File: config.mk
export PLATFORM = sky130hd
export DESIGN_NAME = display7seg_mux
export DESIGN_NICKNAME = d
export VERILOG_FILES = /design/src/rtl/display7seg_mux.sv
export SDC_FILE = /design/constraint.sdc
export NUM_CORES = 1
export LEC_CHECK = 0
export CAP_MARGIN = 5
export CELL_PAD_IN_SITES_DETAIL_PLACEMENT = 1
export CELL_PAD_IN_SITES_GLOBAL_PLACEMENT = 2
export CORE_ASPECT_RATIO = 1.2
export CORE_MARGIN = 2
export CORE_UTILIZATION = 28
export CTS_CLUSTER_DIAMETER = 100
export CTS_CLUSTER_SIZE = 24
export DETAILED_ROUTE_END_ITERATION = 6
export GPL_TIMING_DRIVEN = 0
export MAX_ROUTING_LAYER = met4
export PLACE_DENSITY_LB_ADDON = 0.25
export SETUP_SLACK_MARGIN = 0.3
export SLEW_MARGIN = 20
export SYNTH_ARGS = -nofsm -noshare
export SYNTH_HDL_FRONTEND = slang
export SYNTH_SLANG_ARGS = --single-unit
File: constraint.sdc
create_clock -name clk -period 4.7 [get_ports clk]
set_input_delay 0.94 -clock clk [delete_from_list [all_inputs] [get_ports clk]]
set_output_delay 0.94 -clock clk [all_outputs]
set_load 0.05 [all_outputs]
File: src/rtl/display7seg_mux.sv
// Multiplexed BCD 7-segment driver: shadow-registered digits scanned one slot at a time.
// Optional leading-zero blanking is compiled in with `define ZERO_SUPPRESS_EN.
module display7seg_dec (
  input  logic [3:0] i_bcd,
  output logic [6:0] o_seg
);
  always_comb begin
    o_seg = 7'b1111111;
    case (i_bcd)
      4'd0: o_seg = 7'b0000001;
      4'd1: o_seg = 7'b1001111;
      4'd2: o_seg = 7'b0010010;
      4'd3: o_seg = 7'b0000110;
      4'd4: o_seg = 7'b1001100;
      4'd5: o_seg = 7'b0100100;
      4'd6: o_seg = 7'b0100000;
      4'd7: o_seg = 7'b0001111;
      4'd8: o_seg = 7'b0000000;
      4'd9: o_seg = 7'b0000100;
      default: o_seg = 7'b1111111;
    endcase
  end
endmodule

module display7seg_mux #(
  parameter int NUM_DIGITOS = 4,
  parameter int DIV_REFRESH = 50000
) (
  input  logic                     clk,
  input  logic                     rst_n,
  input  logic [4*NUM_DIGITOS-1:0] entrada,
  input  logic                     carga,
  input  logic                     habilita,
  output logic [6:0]               saida,
  output logic [NUM_DIGITOS-1:0]   anodo
);
  localparam int IW = (NUM_DIGITOS > 1) ? $clog2(NUM_DIGITOS) : 1;
  localparam int CW = $clog2(DIV_REFRESH);

  logic [4*NUM_DIGITOS-1:0]        r_shadow;
  logic [CW-1:0]                   r_cont;
  logic [IW-1:0]                   r_idx;
  logic [NUM_DIGITOS-1:0][6:0]     w_seg;
  logic [NUM_DIGITOS-1:0]          w_sup;
  logic                            w_dark;

  always_ff @(posedge clk or negedge rst_n) begin
    if (!rst_n) begin
      r_shadow <= '0;
      r_cont   <= '0;
      r_idx    <= '0;
    end else begin
      if (carga) r_shadow <= entrada;
      if (!habilita) begin
        r_cont <= '0;
        r_idx  <= '0;
      end else if (r_cont == CW'(DIV_REFRESH-1)) begin
        r_cont <= '0;
        r_idx  <= (r_idx == IW'(NUM_DIGITOS-1)) ? '0 : r_idx + IW'(1);
      end else begin
        r_cont <= r_cont + CW'(1);
      end
    end
  end

  for (genvar g = 0; g < NUM_DIGITOS; g++) begin : g_dec
    display7seg_dec u_dec (.i_bcd(r_shadow[4*g +: 4]), .o_seg(w_seg[g]));
  end

  // w_sup[k]: digit k and everything above it are zero; digit 0 never blanks
  always_comb begin
    w_sup = '0;
`ifdef ZERO_SUPPRESS_EN
    begin
      logic w_all;
      w_all = 1'b1;
      for (int k = NUM_DIGITOS-1; k > 0; k--) begin
        w_all    = w_all && (r_shadow[4*k +: 4] == 4'd0);
        w_sup[k] = w_all;
      end
    end
`endif
  end

  assign w_dark = !habilita || (r_cont == '0);
  assign anodo  = w_dark ? '1 : ~(NUM_DIGITOS'(1) << r_idx);
  assign saida  = (w_dark || w_sup[r_idx]) ? 7'b1111111 : w_seg[r_idx];
endmodule

## Yosys cells after proc, flatten, opt, wreduce, memory -nomap -nowiden

Memory sizes are Yosys's and may differ from the RTL's.
Index checks and enable logic that the tools add are counted.

- Bits in registers: 34
- Output and inout port bits: 11
- Memories: 4
- Input bits: 20
- Memory bits (read-only): 448

Memory list:

| memory | words | bits a word | rd ports | clocked after Yosys merged registers in | wr ports | line | source |
|---|---|---|---|---|---|---|---|
| (no name shown) | 16 | 7 | 1 | 0 | 0 | 9 | `case (i_bcd)` |
| (no name shown) | 16 | 7 | 1 | 0 | 0 | 9 |  |
| (no name shown) | 16 | 7 | 1 | 0 | 0 | 9 |  |
| (no name shown) | 16 | 7 | 1 | 0 | 0 | 9 |  |

- $lt $le $gt $ge: 1
- Mux-type cells: 11
- Eq/ne operators: 3
- Reductions and logical operators: 4
- Shift-type cells: 1
- Bitwise gates (word level): 1
- Add/subtract/negate cells: 2

Operators with widths:

| kind | number |
|---|---|
| 16-bit two-way mux | 2 |
| 16-bit by 1-bit adder with 16-bit output (second input constant) | 1 |
| 16-bit == test (second input constant) | 1 |
| 16-bit logical NOT | 1 |
| 7-bit binary-select mux with 2-bit select | 1 |
| 7-bit two-way mux | 2 |
| 2-bit two-way mux | 3 |
| 4-bit two-way mux | 1 |
| 4-bit NOT | 1 |
| 1-bit by 2-bit left shift with 4-bit output (first input constant) | 1 |
| 2-bit by 3-bit less-than comparator with 1-bit output (second input constant) | 1 |
| 2-bit by 1-bit adder with 2-bit output (second input constant) | 1 |
| 1-bit binary-select mux with 2-bit select | 1 |
| 2-bit == test (second input constant) | 1 |
| 1-bit logical OR | 2 |
| 2-bit by 1-bit != test with 1-bit output (second input constant) | 1 |
| 1-bit logical NOT | 1 |
| 1-bit two-way mux | 1 |

## Depth between registers and ports, before layout

- Word-level depth: 4
- Depth in mapped cells: 6

## Hierarchy

From an unflattened synthesis, not the netlist that was laid out.

- Cell total of the unflattened synthesis: 290
- Area, all modules: 2,642.5 sq um

By module, submodules not included:

| module | area each (sq um) | cells an instance | times used | seq. area each (sq um) |
|---|---|---|---|---|
| display7seg_mux | 1,801.7 | 158 | 1 | 850.8 |
| display7seg_dec | 210.2 | 33 | 4 | 0.0 |

## Worst setup path after synthesis

No wires, ideal clock.

- Kind: in2out
- Start: input port habilita
- End: output port saida[0]
- Stages: 4
- Slack: 1.959 ns
- Path buffers: 0
- Arrival: 1.801 ns
- Path through: inv_1 > a41oi_2 > nand2_1 > o22a_2

- Cells in the longest elaborated chain, start to end: 4

Ends and longest elaborated chain:

| element | line | source |
|---|---|---|
| start, declared | 33 | `input logic habilita,` |
| 1-bit logical NOT | 85 | `assign w_dark = !habilita \|\| (r_cont == '0);` |
| 1-bit logical OR | 85 |  |
| 1-bit logical OR | 87 | `assign saida = (w_dark \|\| w_sup[r_idx]) ? 7'b1111111 : w_seg[r_idx];` |
| 7-bit two-way mux | 87 |  |
| end, declared | 34 | `output logic [6:0] saida,` |

Every way passes these cells.

## Final worst setup path

- Start: input port habilita
- End: output port saida[2]

Same word-level chain as after synthesis.

==> flow_summary_export.csv <==
group,metric,value,unit
sta,worst_pin_slew,0.608,ns
grt,grt_max_degree,26,
setup_path,end_kind,"primary output",
grt,grt_first_pass_wirelength,11.4,mm
cts,clockBufferDepth,2,
place,hpwl,5.31,mm
setup_path,worstSetupPathType,"primary input to primary output",
logic_synthesis,synth_top_area_cell,"dfrtp_1",
cts,root_buffer,"clkbuf_8",
place,portBuffers,29,
grt,antenna_found_initial,0,
sta,fin_crit_sh,88.7,%
detailed_routing,post_drt_wl_per_cell,15.5,um
logic_synthesis,netlist_area,2530,um2
cts,tritoncts,"done",
logic_synthesis,synthTopCellsByArea,"dfrtp_1, ha_1, o21ai_0",
logic_synthesis,seq_area_frac_synth,33.6,%
cells_and_area,area_growth_syn_to_layout,21.6,%
outcome,status,"finished clean",
logic_synthesis,ys_warn_count,0,
setup_path,worst_setup_path_start_kind,"primary input",
place,dpl.cell_count,442,
cts,clock_latency,0.29,ns
cts,ctsResizeCount,0,
die,rows,38,
die,placeableCoreArea,8940,um2
detailed_routing,num_vias,2141,
sta,fmaxAchievable,240,MHz
grt,grt_util_all_layers,15.2,%
sta,skew,0.00960,ns
sta,setup_slack,0.533,ns
logic_synthesis,syn_inst,292,
cells_and_area,nNetsFinal,375,
sta,period_needed,4.17,ns
hold_path,hold_path.class,"primary input to asynchronous set/reset pin",
grt,overflow,0,
job,max_cap_viol_count,0,
logic_synthesis,synth.net_count,338,
detailed_routing,wirelength,6.97,mm
detailed_routing,remaining_drc_errors,0,
detailed_routing,antenna_violating_nets_post_route,0,
logic_synthesis,synthFlopType,"dfrtp_1",
sta,final_hold_viol_count,0,
cells_and_area,nFillCells,1088,
place,globalplace.congestion,0.753,
cts,ctsHoldBuffers,0,
pwr,leakage,1.26,nW
setup_path,timing.critical_path.arrival,3.23,ns
place,place_ws,0.525,ns
logic_synthesis,synthTopCellsByCount,"dfrtp_1, ha_1, o21ai_0, inv_1, nand2_1",
setup_path,required,3.76,ns
grt,grt_pass1_vias,2223,
pwr,peakVddDrop,0.0810,mV
logic_synthesis,syn_avg_cell_area,8.68,um2
logic_synthesis,yosysMostFrequentCell,"dfrtp_1",
detailed_routing,avgViaCountPerCell,4.76,
cells_and_area,drive_gt1_share,12.4,%
cts,cts.clk_slew.worst_paths,0.08,ns
detailed_routing,first_iter_violations,55,
logic_synthesis,yosys_register_bits,34,
die,ioPinCount,31,
logic_synthesis,synth_edf_count,0,
die,fp.dieW,90.8,um
cts,cts_buffers,5,
cts,h-tree-depth,2,
setup_path,crit_fanout,8,
sta,rsz0062_at_grt,"false",
cts,post-cts-setup-buffers,0,
sta,setup_tns,0,ns
cts,cts_num_sinks,34,
pwr,powerDensity,251,nW/um2
pwr,total_power,774,uW
sta,slew_viol_final,0,
die,dieArea,9830,um2
sta,max_slew_margin,59.5,%
logic_synthesis,ys_async_sr_fraction,100,%
logic_synthesis,ys_types,38,
die,start_util,28.3,%
die,die_h,108,um
logic_synthesis,synth_top_area_share,33.6,%
cells_and_area,final_cells,450,
cells_and_area,antennaDiodeCount,0,
sta,finalSetupViolCount,0,
detailed_routing,firstDrtPassIters,4,
-- worst max-delay path: stages --
cell and delay, ns:
clkdlybuf4s50_1 0.55, inv_1 0.12, a41oi_2 0.41, nand2_1 0.21, o22a_2 0.29, clkdlybuf4s50_1 0.71
-- cell type report --
| class | instances | area (um2) | area share [%] |
|---|---|---|---|
| Timing Repair Buffer | 30 | 305 | 9.91 |
| Inverter | 24 | 90.1 | 2.92 |
| Clock buffer | 7 | 86.3 | 2.80 |
| Tap cell | 120 | 150 | 4.87 |
| Multi-Input combinational cell | 220 | 1530 | 49.6 |
| Clock inverter | 1 | 5.00 | 0.162 |
| Sequential cell | 34 | 851 | 27.6 |
| Buffer | 14 | 63.8 | 2.07 |
-- worst paths after layout --
path | startpoint | slack (ns) | endpoint | depth (start not counted)
max | habilita | 0.53 | saida[2] | 6
min | rst_n | 0.51 | r_shadow[0] | 1
max reg2reg | r_cont[0] | 3.06 | r_cont[13] | 6
min reg2reg | r_cont[0] | 0.52 | r_cont[0] | 1
max in group asynchronous | rst_n | 3.75 | r_cont[6] | 2
min in group clk | r_cont[0] | 0.52 | r_cont[0] | 1
-- where the power goes --
part	switching, mW	internal, mW
clock	0.121	0.119
sequential	0.0138	0.307
combinational	0.123	0.0903
-- layer usage --
| layer | global-route usage, % | vias to the layer above | wire [um] |
|---|---|---|---|
| li1 | - | 1074 | - |
| met5 | - | - | 0 |
| met3 | 2.86 | 4 | 206 |
| met4 | 3.90 | 0 | 48 |
| met2 | 27.5 | 28 | 3570 |
| met1 | 17.5 | 1035 | 3150 |
-- cell usage in the layout (no fill, tap or decap), types with 2 or more instances in the layout --
master           netlist  routed
a21o_1                 2       2
a21oi_1               20      20
buf_2                  2       3
clkbuf_1              10      11
clkbuf_8               0       6
clkdlybuf4s50_1        0      28
dfrtp_1               34      34
ha_1                  26      26
inv_1                 24      24
mux2_2                 8       8
mux2i_1                2       2
nand2_1               24      24
nand2b_1              16      16
nand3_1                5       5
nand4_1                4       4
nor2_1                22      22
nor2b_1                4       4
nor3_1                 5       5
nor4_1                 4       4
o21ai_0               26      26
o22a_2                 5       5
o22ai_1               13      13
or2_2                  8       8
xnor2_1               12      12
-- sequential cells by signal (all words and copies together) (netlist names) --
name      flops
r_shadow     16
r_idx         2
r_cont       16
-- through the flow --
stage | hold slack [ns] | cell area (um2) | utilization [%]
floorplan | 0.469 | 2530 | -
global placement | 0.504 | 2970 | 33.3
detailed placement | 0.513 | 2990 | 33.4
CTS | 0.521 | 3080 | 34.5
global route | 0.527 | 3080 | 34.5
finish | 0.514 | 3080 | 34.5
-- cells by family (layout without fill, tap and decap cells) --
logic type	after synthesis	in the layout	synth area share [%]
simple gates	98	98	20.6
buf+inv	38	76	6.07
flops	34	34	33.6
fa+ha+maj	26	26	12.8
mux	11	11	5.23
xor+xnor	13	13	4.49
compound gates	72	72	17.2
Power figures use the tool's default switching activity.
